`src/rtl/if_fetch_stage_if.sv`:
```
// Instruction-memory request/ack port between the fetch stage (master) and imem (slave).
// IMData is only meaningful in a cycle where IMReq and IMAck are both high.
interface if_fetch_stage_if #(
   parameter int PC_W = 10
);
   logic            IMReq;
   logic [PC_W-1:0] IMAddr;
   logic            IMAck;
   logic [31:0]     IMData;

   modport master (output IMReq, output IMAddr, input IMAck, input IMData);
   modport slave  (input IMReq, input IMAddr, output IMAck, output IMData);
endinterface

```
`src/rtl/if_fetch_stage.sv`:
```
// Fetch stage with single-entry output buffer: imem ack in cycle N -> ValidOut in N+1; IFIDWr=0 holds the
// buffer and suppresses new requests, never retracting one in flight. IF_MISALIGN_TRAP_EN enables the misaligned-redirect trap.
module if_fetch_stage #(
   parameter int              PC_W     = 10,
   parameter logic [PC_W-1:0] RESET_PC = '0
) (
   input  logic                     clk,
   input  logic                     rst,
   input  logic                     IFIDWr,
   input  logic                     RedirectValid,
   input  logic [PC_W-1:0]          RedirectPC,
   if_fetch_stage_if.master         imem,
   output logic [31:0]              InstructionOut,
   output logic [PC_W-1:0]          PCOut,
   output logic                     ValidOut,
   output logic                     FaultOut
);

   typedef enum logic [1:0] {REQ, WAIT, DROP, HALT} stateT;

   stateT           state, nextState;
   logic [PC_W-1:0] pc, reqPc, bufPc, redirPc, addr;
   logic [31:0]     instBuf;
   logic            bufValid;
   logic            req, issue, load, consume, redir, pending, misalign, haltReq;

`ifdef IF_MISALIGN_TRAP_EN
   logic faultQ;

   assign redirPc  = RedirectPC;
   assign misalign = RedirectValid & (RedirectPC[1:0] != 2'b00);
   assign haltReq  = faultQ | misalign;
   assign FaultOut = faultQ;

   always_ff @(posedge clk) begin
      if (rst)
         faultQ <= 1'b0;
      else if (redir & misalign)
         faultQ <= 1'b1;
   end
`else
   assign redirPc  = RedirectPC & ~PC_W'(3);
   assign misalign = 1'b0;
   assign haltReq  = 1'b0;
   assign FaultOut = 1'b0;
`endif

   always_comb begin
      req  = 1'b0;
      addr = pc;
      unique case (state)
         REQ:        req = !bufValid | IFIDWr;
         WAIT, DROP: begin
            req  = 1'b1;
            addr = reqPc;
         end
         default:    req = 1'b0;
      endcase
   end

   assign issue   = (state == REQ) & req;
   assign redir   = RedirectValid & (state != HALT);
   // A request still unanswered at the end of this cycle must be drained through DROP.
   assign pending = req & !imem.IMAck;
   assign load    = req & imem.IMAck & !RedirectValid & ((state == REQ) | (state == WAIT));
   assign consume = bufValid & IFIDWr;

   always_comb begin
      nextState = state;
      unique case (state)
         REQ:  if (issue & !imem.IMAck) nextState = WAIT;
         WAIT: if (imem.IMAck) nextState = REQ;
         DROP: if (imem.IMAck) nextState = haltReq ? HALT : REQ;
         HALT: nextState = HALT;
      endcase
      if (redir)
         nextState = pending ? DROP : (haltReq ? HALT : REQ);
   end

   always_ff @(posedge clk) begin
      if (rst) begin
         state    <= REQ;
         pc       <= RESET_PC;
         reqPc    <= '0;
         instBuf  <= '0;
         bufPc    <= '0;
         bufValid <= 1'b0;
      end else begin
         state <= nextState;
         if (issue)
            reqPc <= pc;
         if (redir)
            pc <= redirPc;
         else if (issue)
            pc <= pc + PC_W'(4);
         if (load) begin
            instBuf <= imem.IMData;
            bufPc   <= (state == REQ) ? pc : reqPc;
         end
         if (redir)
            bufValid <= 1'b0;
         else if (load)
            bufValid <= 1'b1;
         else if (consume)
            bufValid <= 1'b0;
      end
   end

   assign imem.IMReq     = req;
   assign imem.IMAddr    = addr;
   assign InstructionOut = instBuf;
   assign PCOut          = bufPc;
   assign ValidOut       = bufValid;

endmodule

```
`src/flat_wrapper.sv`:
```
// flat-port wrapper written by rule: the top's interface ports become plain ports
module if_fetch_stage_flat 
#(
   parameter int              PC_W     = 10,
   parameter logic [PC_W-1:0] RESET_PC = '0
)
  (clk, rst, IFIDWr, RedirectValid, RedirectPC, InstructionOut, PCOut, ValidOut, FaultOut, imem_IMReq, imem_IMAddr, imem_IMAck, imem_IMData);
  if_fetch_stage_if #(.PC_W(PC_W)) imem_i ();
  input  logic clk;
  input  logic rst;
  input  logic IFIDWr;
  input  logic RedirectValid;
  input  logic [PC_W-1:0] RedirectPC;
  output logic [31:0] InstructionOut;
  output logic [PC_W-1:0] PCOut;
  output logic ValidOut;
  output logic FaultOut;
  output wire logic [$bits(imem_i.IMReq)-1:0] imem_IMReq;
  output wire logic [$bits(imem_i.IMAddr)-1:0] imem_IMAddr;
  input wire logic [$bits(imem_i.IMAck)-1:0] imem_IMAck;
  input wire logic [$bits(imem_i.IMData)-1:0] imem_IMData;
  assign imem_IMReq = imem_i.IMReq;
  assign imem_IMAddr = imem_i.IMAddr;
  assign imem_i.IMAck = imem_IMAck;
  assign imem_i.IMData = imem_IMData;
  if_fetch_stage #(.PC_W(PC_W), .RESET_PC(RESET_PC)) u_core (.clk(clk), .rst(rst), .IFIDWr(IFIDWr), .RedirectValid(RedirectValid), .RedirectPC(RedirectPC), .imem(imem_i), .InstructionOut(InstructionOut), .PCOut(PCOut), .ValidOut(ValidOut), .FaultOut(FaultOut));
endmodule
```
`config.mk`:
```
export PLATFORM = sky130hd
export DESIGN_NAME = if_fetch_stage_flat
export DESIGN_NICKNAME = d
export VERILOG_FILES = /design/src/rtl/if_fetch_stage_if.sv /design/src/rtl/if_fetch_stage.sv /design/src/flat_wrapper.sv
export SDC_FILE = /design/constraint.sdc
export NUM_CORES = 1
export LEC_CHECK = 0
export ABC_CLOCK_PERIOD_IN_PS = 1800
export BUFFER_PORTS_ARGS = -buffer_cell sky130_fd_sc_hd__buf_2
export CORE_ASPECT_RATIO = 1.75
export CORE_UTILIZATION = 45
export DETAILED_ROUTE_END_ITERATION = 8
export PLACE_DENSITY = 0.77
export REMOVE_ABC_BUFFERS = 1
export SYNTH_ARGS = -nofsm -noshare
export SYNTH_HDL_FRONTEND = slang
export SYNTH_SLANG_ARGS = --single-unit
```
`constraint.sdc`:
```
create_clock -name clk -period 1.8 [get_ports clk]
set_input_delay 0.36 -clock clk [delete_from_list [all_inputs] [get_ports clk]]
set_output_delay 0.36 -clock clk [all_outputs]
set_load 0.01 [all_outputs]
```
== Word-level counts from Yosys, hierarchy flattened ==
Cells that the tools add are included.
W data, S select, Z words.

* Reduce and logical (&&, ||, !) cells: 9
* Bitwise gates (word level): 10
* Add/sub/neg operators: 1
* Eq/ne operators: 6
* Muxes and demuxes: 12

{| class="wikitable"
|+ Operators by type and width
! cell !! count
|-
| $mux W10 || 4
|-
| $add A10 B3 Y10 const B || 1
|-
| $and A1 B1 Y1 || 8
|-
| $mux W2 || 4
|-
| $pmux W2 S3 || 1
|-
| $eq A2 B2 Y1 const B || 2
|-
| $reduce_bool A2 Y1 || 2
|-
| $reduce_or A2 Y1 || 2
|-
| $logic_not A1 Y1 || 3
|-
| $ne A3 B1 Y1 const B || 1
|-
| $ne A3 B2 Y1 const B || 1
|-
| $eq A2 B1 Y1 const B || 1
|-
| $logic_not A2 Y1 || 1
|-
| $mux W1 || 2
|-
| $ne A2 B2 Y1 const B || 1
|-
| $or A1 B1 Y1 || 2
|-
| $pmux W1 S2 || 1
|-
| $reduce_and A2 Y1 || 1
|}

* Word-level logic and storage cells: 45
* Output and inout bits: 55
* Input bits: 47
* Register bits: 65

== Longest topological paths before layout ==
Gate-level depths: netlist (run 1).

* Word-level depth: 8
* Mapped depth: 9
* Gate-level depth less buffers: 7

== Worst setup path after synthesis (run 1) ==
OpenSTA, ideal clock, no wires.

* Path kind: register -> register
* Start point: reg u_core.state[0]
* End point: reg u_core.pc[7]
* Clock period less this slack: 1.919 ns
* Path buffers: 2
* Cell stages (with the launch flop): 9
* Setup slack: -0.119 ns
* Arrival time: 1.785 ns
* Data required time: 1.667 ns
* Library setup time: 0.133 ns
* Cells stage by stage: dfxtp_1 inv_1 ha_1 or3b_1 buf_2 and3_4 buf_6 a211oi_2 nor4_1

* Cells in the longest elaborated chain, start to end: 5
* Elaborated cells between the ends (all ways): 10
* Those cells by class: eq/ne: 3; mux: 2; bitwise: 2; reduce/logical: 3

{| class="wikitable"
|+ RTL lines
! what !! RTL line !! RTL
|-
| start: declaration || if_fetch_stage.sv:21 || <nowiki>stateT state, nextState;</nowiki>
|-
| start signal: assignment || if_fetch_stage.sv:89 || <nowiki>state <= nextState;</nowiki>
|-
| $eq A2 B2 Y1 / $eq A2 B1 Y1 (equally long branches) || if_fetch_stage.sv:51 || <nowiki>unique case (state)</nowiki>
|-
| $reduce_or A2 Y1 (no source line) || - ||
|-
| $pmux W1 S2 || if_fetch_stage.sv:51 ||
|-
| $and A1 B1 Y1 || if_fetch_stage.sv:61 || <nowiki>assign issue = (state == REQ) & req;</nowiki>
|-
| $reduce_bool A2 Y1 (no source line) || - ||
|-
| end signal: assignment || if_fetch_stage.sv:93 || <nowiki>pc <= redirPc;</nowiki>
|-
| end signal: assignment || if_fetch_stage.sv:95 || <nowiki>pc <= pc + PC_W'(4);</nowiki>
|-
| end: declaration || if_fetch_stage.sv:22 || <nowiki>logic [PC_W-1:0] pc, reqPc, bufPc, redirPc, addr;</nowiki>
|}

Several ways; a longest one is shown, not always the timed one.
A chain may end at the register's enable or synchronous reset.

== Worst setup path in the final report (run 1) ==
* Start point: reg u_core.state[0]
* End point: out imem_IMAddr[5]

* Cells in the longest elaborated chain, start to end: 3
* Elaborated cells between the ends (all ways): 4
* Those cells by class: eq/ne: 2; mux: 1; reduce/logical: 1

{| class="wikitable"
|+ RTL lines
! what !! RTL line !! RTL
|-
| $eq A2 B2 Y1 / $eq A2 B1 Y1 (equally long branches) || if_fetch_stage.sv:51 ||
|-
| $reduce_or A2 Y1 (no source line) (*) || - ||
|-
| $mux W10 (*) || if_fetch_stage.sv:51 ||
|-
| end: declaration || flat_wrapper.sv:19 || <nowiki>output wire logic [$bits(imem_i.IMAddr)-1:0] imem_IMAddr;</nowiki>
|}

Mark *: on every way between the ends. The rest lies on a longest branch, timed or not.

==> results.cfg, run 1 <==
[run_status]
status = finished, violations left
violations = setup timing

[power]
power_frac_comb = 0.272
power.internal_w = 0.00253
clkPwrFrac = 0.319
seqPwrFrac = 0.409
p_sw_frac = 0.300
power_leakage_nw = 1.72
power_density_nw_per_um2 = 937
vdd_drop_max_v = 0.000454
switching_power_w = 0.00108

[synthesis]
synthCells = 331
synthAdderAreaFrac = 0.0179
synth_edf_count = 0
yosysTopAreaCell = dfxtp_1
synth-simple-area-share = 0.172
synth_compound_area_frac = 0.214
synth-seq-cells = 59
ys_types = 45
syn_area_um2 = 2800
ys_seq_area_frac = 0.422
synth_top_family_by_area = compound AO/OA/AOI/OAI gates
synth_xor_area_frac = 0.00313
syn_avg_cell_area_um2 = 8.46
async_reset_ff_frac = 0
synthMostInstantiatedCell = dfxtp_1
synth_top_area_frac = 0.422
yosysWarnings = 0
yosys-top-cells-area = dfxtp_1 42%, a21oi_1 7.3%, nand3_1 6.6%
ys.flop_type = dfxtp_1
synth_mux_area_frac = 0.0853
synth_commonest_cells = 59 x dfxtp_1, 41 x a21oi_1, 37 x nand3_1

[critical_path]
cp_max_fo = 7
max_stage_delay_ps = 340
arrival_ps = 1600
cp_cell_sequence = inv_2 -> ha_4 -> buf_8 -> mux2_4 -> buf_6
cp.required_ps = 1440
worst_path_max_delay_cell = dfxtp_2
critPathTopFamily = flip-flops
startpoint_type = register
worstSetupPathType = register to output port
setup.worst_path.end_class = output port
path_depth = 5
rr_worst_depth = 8
crit_buf_inv = 3

[global_routing]
track_usage = 0.238
grt_max_degree = 33
grt_pass1_wl_um = 11500
grt_pass1_vias = 2567
antenna_found_initial = 0
overflow = 0

[detailed_routing]
drcViolationCount = 0
routed_wl_um = 7460
drt_iter0_drc = 154
drtPass1Iterations = 4
antenna_left = 0
routed-via-count = 2808
routedWlPerCell_um = 14.4
drt-vias-per-instance = 5.43

[floorplanning]
dieHeight_um = 106
die_width_um = 61.6
rows = 37
die_area_um2 = 6550
start_util = 0.473
core_um2 = 5930
ioPinCount = 102

[place]
place.gp.congestion = 0.860
hpwl_um = 5210
dp_worst_setup_slack_ps = -133
place.port_buffers = 94

[timing]
fmax_ghz = 0.510
timing_hold_violations_final = 0
fin_skew_ps = 4.50
slew_viol_final = 0
finalWorstSetupSlack_ps = -159
post-route-period-util = 1.09
period_minus_slack_ps = 1960
rsz0062_at_grt = true
setup_violations = 17

[cts]
cts_tree = done
cts_sinks = 59
clkLatencyLatePin_ps = 340
htree_levels = 3
clk_pin_slew_ps = 70
ctsHoldBuffers = 0
cts_root_buf = clkbuf_8
cts_inserted_buffers = 9
clockBufferDepth = 2

[final_layout]
n_antenna_cell = 0
drive_gt1_frac = 0.385
fin_nets = 485
finish.utilization = 0.650
areaGrowthSynthToFinish_pct = 37.6

[flow_run]
cap_violations = 0

[worst_hold_path]
hp-class = primary input to register
hold_depth = 3
registers in the layout (all words and copies together), names as in the netlist:
signal and flops:
u_core.PCOut 8, u_core.reqPc 8, u_core.pc 8, u_core.InstructionOut 32, u_core.ValidOut 1, u_core.state 2
layout make-up:
| class | count | area (um2) |
|---|---|---|
| clock buffer | 15 | 186 |
| clock inverter | 1 | 5.00 |
| fill | 540 | 2070 |
| inverter | 10 | 42.5 |
| multi-input combinational | 230 | 1520 |
| sequential | 59 | 1180 |
| tap | 78 | 97.6 |
| timing repair buffer | 124 | 822 |
final timing paths:
| path | slack (ps) | end | startpoint |
|---|---|---|---|
| max | -160 | imem_IMAddr[5] | u_core.state[0]$_SDFFE_PP0P_ |
| min | 260 | u_core.InstructionOut[7]$_SDFFE_PP0P_ | imem_IMData[7] |
| max reg2reg | -40 | u_core.reqPc[5]$_SDFFE_PP0P_ | u_core.state[1]$_SDFFE_PP0P_ |
| min reg2reg | 470 | u_core.InstructionOut[24]$_SDFFE_PP0P_ | u_core.InstructionOut[24]$_SDFFE_PP0P_ |
layout by cell type (no fill, tap or decap), types with 4 or more instances in the layout:
cell type,netlist,final
mux2i_1,16,16
clkbuf_8,0,13
buf_12,0,4
buf_4,6,20
nand3_1,37,37
o21ai_0,6,5
conb_1,1,5
nand2_1,9,8
inv_1,7,5
buf_2,9,86
nor4_1,4,4
dfxtp_1,59,57
buf_6,4,13
a21oi_1,41,41
o21ai_1,30,31
a211oi_1,9,9
mux2_4,0,7
nor3_1,8,8
nor2_1,24,22
logic make-up (layout without fill, tap and decap cells):
kind of cell,count (synthesis),count (layout)
AOI/OAI and AO/OA,101,101
and+or+nand+nor,96,96
DFF,59,59
buffers and inverters,46,150
muxes,23,23
adders and majority gates,4,4
other,1,5
xor gates and xnor gates,1,1
stage by stage:
stage | area [um2] | total power (W) | hold WS, ps | TNS [ps] | std cells
6_report | 3850 | 0.00361 | 263 | -1390 | 517
5_1_grt | 3850 | 0.00380 | 258 | -2240 | 517
2_1_floorplan | 2620 | 0.00194 | 429 | -38980 | 299
4_1_cts | 3780 | 0.00360 | 254 | -1470 | 516
3_5_place_dp | 3410 | 0.00234 | 465 | -447 | 494
3_3_place_gp | 3410 | 0.00231 | 457 | 0 | 494
routing by layer:
layer / share of wire / vias to the layer above / track usage
li1: - / 1381 / -
met2: 0.54 / 89 / 0.407
met3: 0.050 / 17 / 0.0645
met4: 0.029 / 0 / 0.114
met1: 0.38 / 1321 / 0.257
met5: 0 / - / 0
power groups by stage:
stage	logic [W]	clock network, W	registers, W
after floorplan	0.000420	0	0.00152
final	0.000984	0.00115	0.00148
after global routing	0.00107	0.00125	0.00149
after detailed placement	0.000838	0	0.00150
after CTS	0.000956	0.00117	0.00147
after global placement	0.000821	0	0.00149
what timing repair did:
item	CTS	global route
gates resized for setup	32	13
gates cloned	0	0
buffers inserted	6	2
setup endpoints to repair	20	67
pin swaps	6	9
worst min-delay path, stage by stage:
cell	delay, ps
buf_2	100
nand3_1	50
a21oi_1	50
Note: power is estimated with default switching activity, not from simulation.
==> run 2: changes to the inputs <==
- CTS_CLUSTER_SIZE: unset -> 24
- TNS_END_PERCENT: unset -> 5
==> results.cfg, run 2 (synthesis results as in run 1) <==
[place]
placedCellCount = 494
place.port_buffers = 94
hpwl_um = 5210
place.gp.congestion = 0.860

[cts]
cts_sinks = 59
cts_inserted_buffers = 9
cts_root_buf = clkbuf_8
clockBufferDepth = 2
clkLatencyLatePin_ps = 350
cts_tree = done
clk_pin_slew_ps = 60
htree_levels = 3

[final_layout]
layout_commonest_cell = buf_2
largest_reg_flops = 32
fill_cells = 552
stdcell_count = 514
drive_gt1_frac = 0.378
areaGrowthSynthToFinish_pct = 35.6
fin_nets = 482
final_cell_mix = 86 x buf_2, 57 x dfxtp_1, 41 x a21oi_1, 37 x nand3_1, 31 x o21ai_1
n_antenna_cell = 0

[global_routing]
track_usage = 0.234
grt_pass1_wl_um = 11400
grt_max_degree = 33
overflow = 0
grt_pass1_vias = 2552
antenna_found_initial = 0

[power]
power.internal_w = 0.00251
clkPwrFrac = 0.321
switching_power_w = 0.00107
totalPowerFinal_w = 0.00358
power_leakage_nw = 1.70
vdd_drop_max_v = 0.000513
seqPwrFrac = 0.413
p_sw_frac = 0.298
power_frac_comb = 0.266
power_density_nw_per_um2 = 942

[critical_path]
arrival_ps = 1600
cp_max_fo = 7
cp.required_ps = 1440
setup.worst_path.end_class = output port
startpoint_type = register
worstSetupPathType = register to output port

[detailed_routing]
drt-vias-per-instance = 5.43
antenna_left = 0
drcViolationCount = 0
drt_iter0_drc = 124
routedWlPerCell_um = 14.1
drtPass1Iterations = 4
routed-via-count = 2792
routed_wl_um = 7270

[floorplanning]
die_width_um = 61.6
start_util = 0.473
die_area_um2 = 6550
ioPinCount = 102
rows = 37
core_um2 = 5930
dieHeight_um = 106

[flow_run]
cap_violations = 0

[timing]
fmax_ghz = 0.510
setup_violations = 17
timing_hold_violations_final = 0
slew_viol_final = 0
rsz0062_at_grt = true
fin_skew_ps = 3.33
finalWorstSetupSlack_ps = -159
post-route-period-util = 1.09
period_minus_slack_ps = 1960

[worst_hold_path]
hp-class = primary input to register

[run_status]
status = finished, violations left
violations = setup timing
run 2: timing repair:
item | 4_1_cts | 5_1_grt
setup endpoints to repair | 20 | 66
gates resized for setup | 29 | 11
setup buffers | 4 | 0
hold buffers | 0 | 0
pin swaps | 2 | 5
run 2: routing by layer:
layer,GRT usage,share of wire,routed length [um],vias to the layer above
li1,-,-,-,1377
met1,0.251,0.38,2740,1284
met2,0.403,0.54,3900,114
met3,0.0633,0.061,442,17
met4,0.113,0.026,186,0
met5,0,0,0,-
run 2: metrics by stage:
step	setup TNS (ps)	worst slack (ps)	util	hold WS, ps	cell area, um2
floorplan	-38980	-976	-	429	2620
global placement	0	5.03	0.576	457	3410
detailed placement	-447	-133	0.576	465	3410
CTS	-1700	-158	0.633	254	3750
global route	-2430	-199	0.641	259	3800
finish	-1570	-159	0.641	259	3800
run 2: worst paths after layout:
path                                                from                                      to  slack (ps)  cells after the start
hold / removal                           imem_IMData[25]  u_core.InstructionOut[25]$_SDFFE_PP0P_         260                      3
setup / recovery            u_core.state[1]$_SDFFE_PP0P_                          imem_IMAddr[4]        -160                      5
hold reg to reg   u_core.InstructionOut[24]$_SDFFE_PP0P_  u_core.InstructionOut[24]$_SDFFE_PP0P_         470                      2
setup reg to reg            u_core.state[1]$_SDFFE_PP0P_            u_core.reqPc[8]$_SDFFE_PP0P_         -50                      8
run 2: cell type report:
class                           count  area [um2]  area share
Inverter                           10        40.0      0.0105
Timing Repair Buffer              121         800       0.211
Tap cell                           78        97.6      0.0257
Multi-Input combinational cell    230        1490       0.391
Clock buffer                       15         186      0.0491
Sequential cell                    59        1180       0.312
Clock inverter                      1        5.00     0.00132
run 2: power groups by stage:
stage               Clock [W]  Combinational, W  Sequential, W
global placement            0          0.000821        0.00149
finish                0.00115          0.000952        0.00148
floorplan                   0          0.000420        0.00152
detailed placement          0          0.000838        0.00150
CTS                   0.00117          0.000934        0.00147
global route          0.00124           0.00103        0.00149
run 2: critical path, cell delays in order, from the launching register on:
cell and delay, ps:
dfxtp_2 340, inv_2 50, ha_4 280, buf_8 140, mux2_4 310, buf_6 120
==> run 3: changes to the inputs <==
- BUFFER_PORTS_ARGS: -buffer_cell sky130_fd_sc_hd__buf_2 -> unset
- CAP_MARGIN: unset -> 25
- DONT_BUFFER_PORTS: unset -> 1
- PLACE_DENSITY: 0.77 -> unset
- RECOVER_POWER: unset -> 50
==> results.cfg, run 3 (synthesis results as in run 1) <==
[flow_run]
cap_violations = 0

[place]
postPlaceCellArea_um2 = 2970
place.gp.congestion = 0.757
place.port_buffers = 0
hpwl_um = 4710

[power]
vdd_drop_max_v = 0.000592
totalPowerFinal_w = 0.00349
power_density_nw_per_um2 = 1040
power_leakage_nw = 1.30

[floorplanning]
start_util = 0.473
core_um2 = 5930
die_area_um2 = 6550
rows = 37
die_width_um = 61.6
ioPinCount = 102
dieHeight_um = 106

[worst_hold_path]
hp-class = primary input to register
min-delay-start = rst

[global_routing]
grt_pass1_vias = 2259
grt_pass1_wl_um = 10600
track_usage = 0.217
antenna_found_initial = 0
overflow = 0
grt_max_degree = 61

[timing]
rsz0062_at_grt = true
setup_violations = 8
post-route-period-util = 1.03
timing_hold_violations_final = 0
finalWorstSetupSlack_ps = -48.2
fin_skew_ps = 8.11
period_minus_slack_ps = 1850
fmax_ghz = 0.541
slew_viol_final = 0

[cts]
cts_inserted_buffers = 9
htree_levels = 3
cts_tree = done
clkLatencyLatePin_ps = 330
ctsHoldBuffers = 0
clockBufferDepth = 2
clk_pin_slew_ps = 60
cts_root_buf = clkbuf_8
cts_sinks = 59

[final_layout]
drive_gt1_frac = 0.197
fill_cells = 584
areaGrowthSynthToFinish_pct = 19.4
n_antenna_cell = 0
final_cell_mix = 57 x dfxtp_1, 40 x a21oi_1, 37 x nand3_1, 31 x o21ai_1, 24 x nor2_1
layout_commonest_cell = dfxtp_1
final_area_um2 = 3340
fin_nets = 392
largest_reg_flops = 32

[detailed_routing]
drcViolationCount = 0
antenna_left = 0
drt_iter0_drc = 164
drtPass1Iterations = 4
drt-vias-per-instance = 5.67
routed-via-count = 2404
routedWlPerCell_um = 16.5
routed_wl_um = 7000

[critical_path]
worstSetupPathType = register to output port
arrival_ps = 1490
cp.required_ps = 1440
cp_max_fo = 7
setup.worst_path.end_class = output port
startpoint_type = register
timing.rr.start = u_core.state[0]$_SDFFE_PP0P_
crit_start = u_core.state[0]$_SDFFE_PP0P_

[run_status]
violations = setup timing
status = finished, violations left
-- run 3: cell count changes in the layout (fill, tap and decap cells not counted), sizes merged --
cell | previous run | this run
bufbuf | 0 | 2
buf | 121 | 29
clkbuf | 15 | 14
bufinv | 0 | 1
-- run 3: layer usage --
metal	GRT usage	vias to the layer above	share of wire
met5	0	-	0
met4	0.0810	0	0.017
met3	0.0803	11	0.071
met2	0.385	91	0.53
met1	0.220	1106	0.38
li1	-	1196	-
-- run 3: timing repair --
item / in CTS / in global routing
buffers inserted: 4 / 0
cloned: 2 / 0
pin swaps: 1 / 1
resized for setup: 19 / 7
endpoints found under the setup margin: 21 / 57
-- run 3: cell type report --
cell class                 instances  area, um2  area share
clock buffer                      14        153      0.0457
clock inverter                     2       35.0      0.0105
inverter                          10       40.0      0.0120
multi-input combinational        230       1470       0.440
sequential                        59       1180       0.354
tap                               78       97.6      0.0292
timing repair buffer              31        364       0.109
-- run 3: worst paths after layout --
path	end	slack, ps	depth (start not counted)
max reg2reg	u_core.reqPc[9]$_SDFFE_PP0P_	20	7
min reg2reg	u_core.InstructionOut[25]$_SDFFE_PP0P_	520	2
min	u_core.reqPc[3]$_SDFFE_PP0P_	110	1
max	imem_IMReq	-50	6
-- run 3: through the flow --
step | worst slack [ps] | hold WS (ps) | setup TNS [ps] | util | instances
detailed placement | -91.8 | 437 | -533 | 0.501 | 402
global route | -109 | 65.3 | -1370 | 0.564 | 424
global placement | -52.7 | 436 | -325 | 0.501 | 402
finish | -48.2 | 110 | -235 | 0.564 | 424
floorplan | -976 | 429 | -38980 | - | 299
CTS | -56.9 | 76.9 | -411 | 0.561 | 424
-- run 3: critical path, stage by stage, from the launching register on --
cell	delay, ps
dfxtp_2	340
inv_2	50
ha_4	250
nor2b_4	130
a31oi_4	180
inv_4	70
buf_12	140
-- run 3: power by group --
| part | leakage (nW) | total (W) | switching [W] | internal (W) |
|---|---|---|---|---|
| Clock | 0.0947 | 0.00116 | 0.000483 | 0.000678 |
| Sequential | 0.483 | 0.00151 | 0.000107 | 0.00141 |
| Combinational | 0.722 | 0.000813 | 0.000402 | 0.000411 |
| Total | 1.30 | 0.00349 | 0.000992 | 0.00249 |
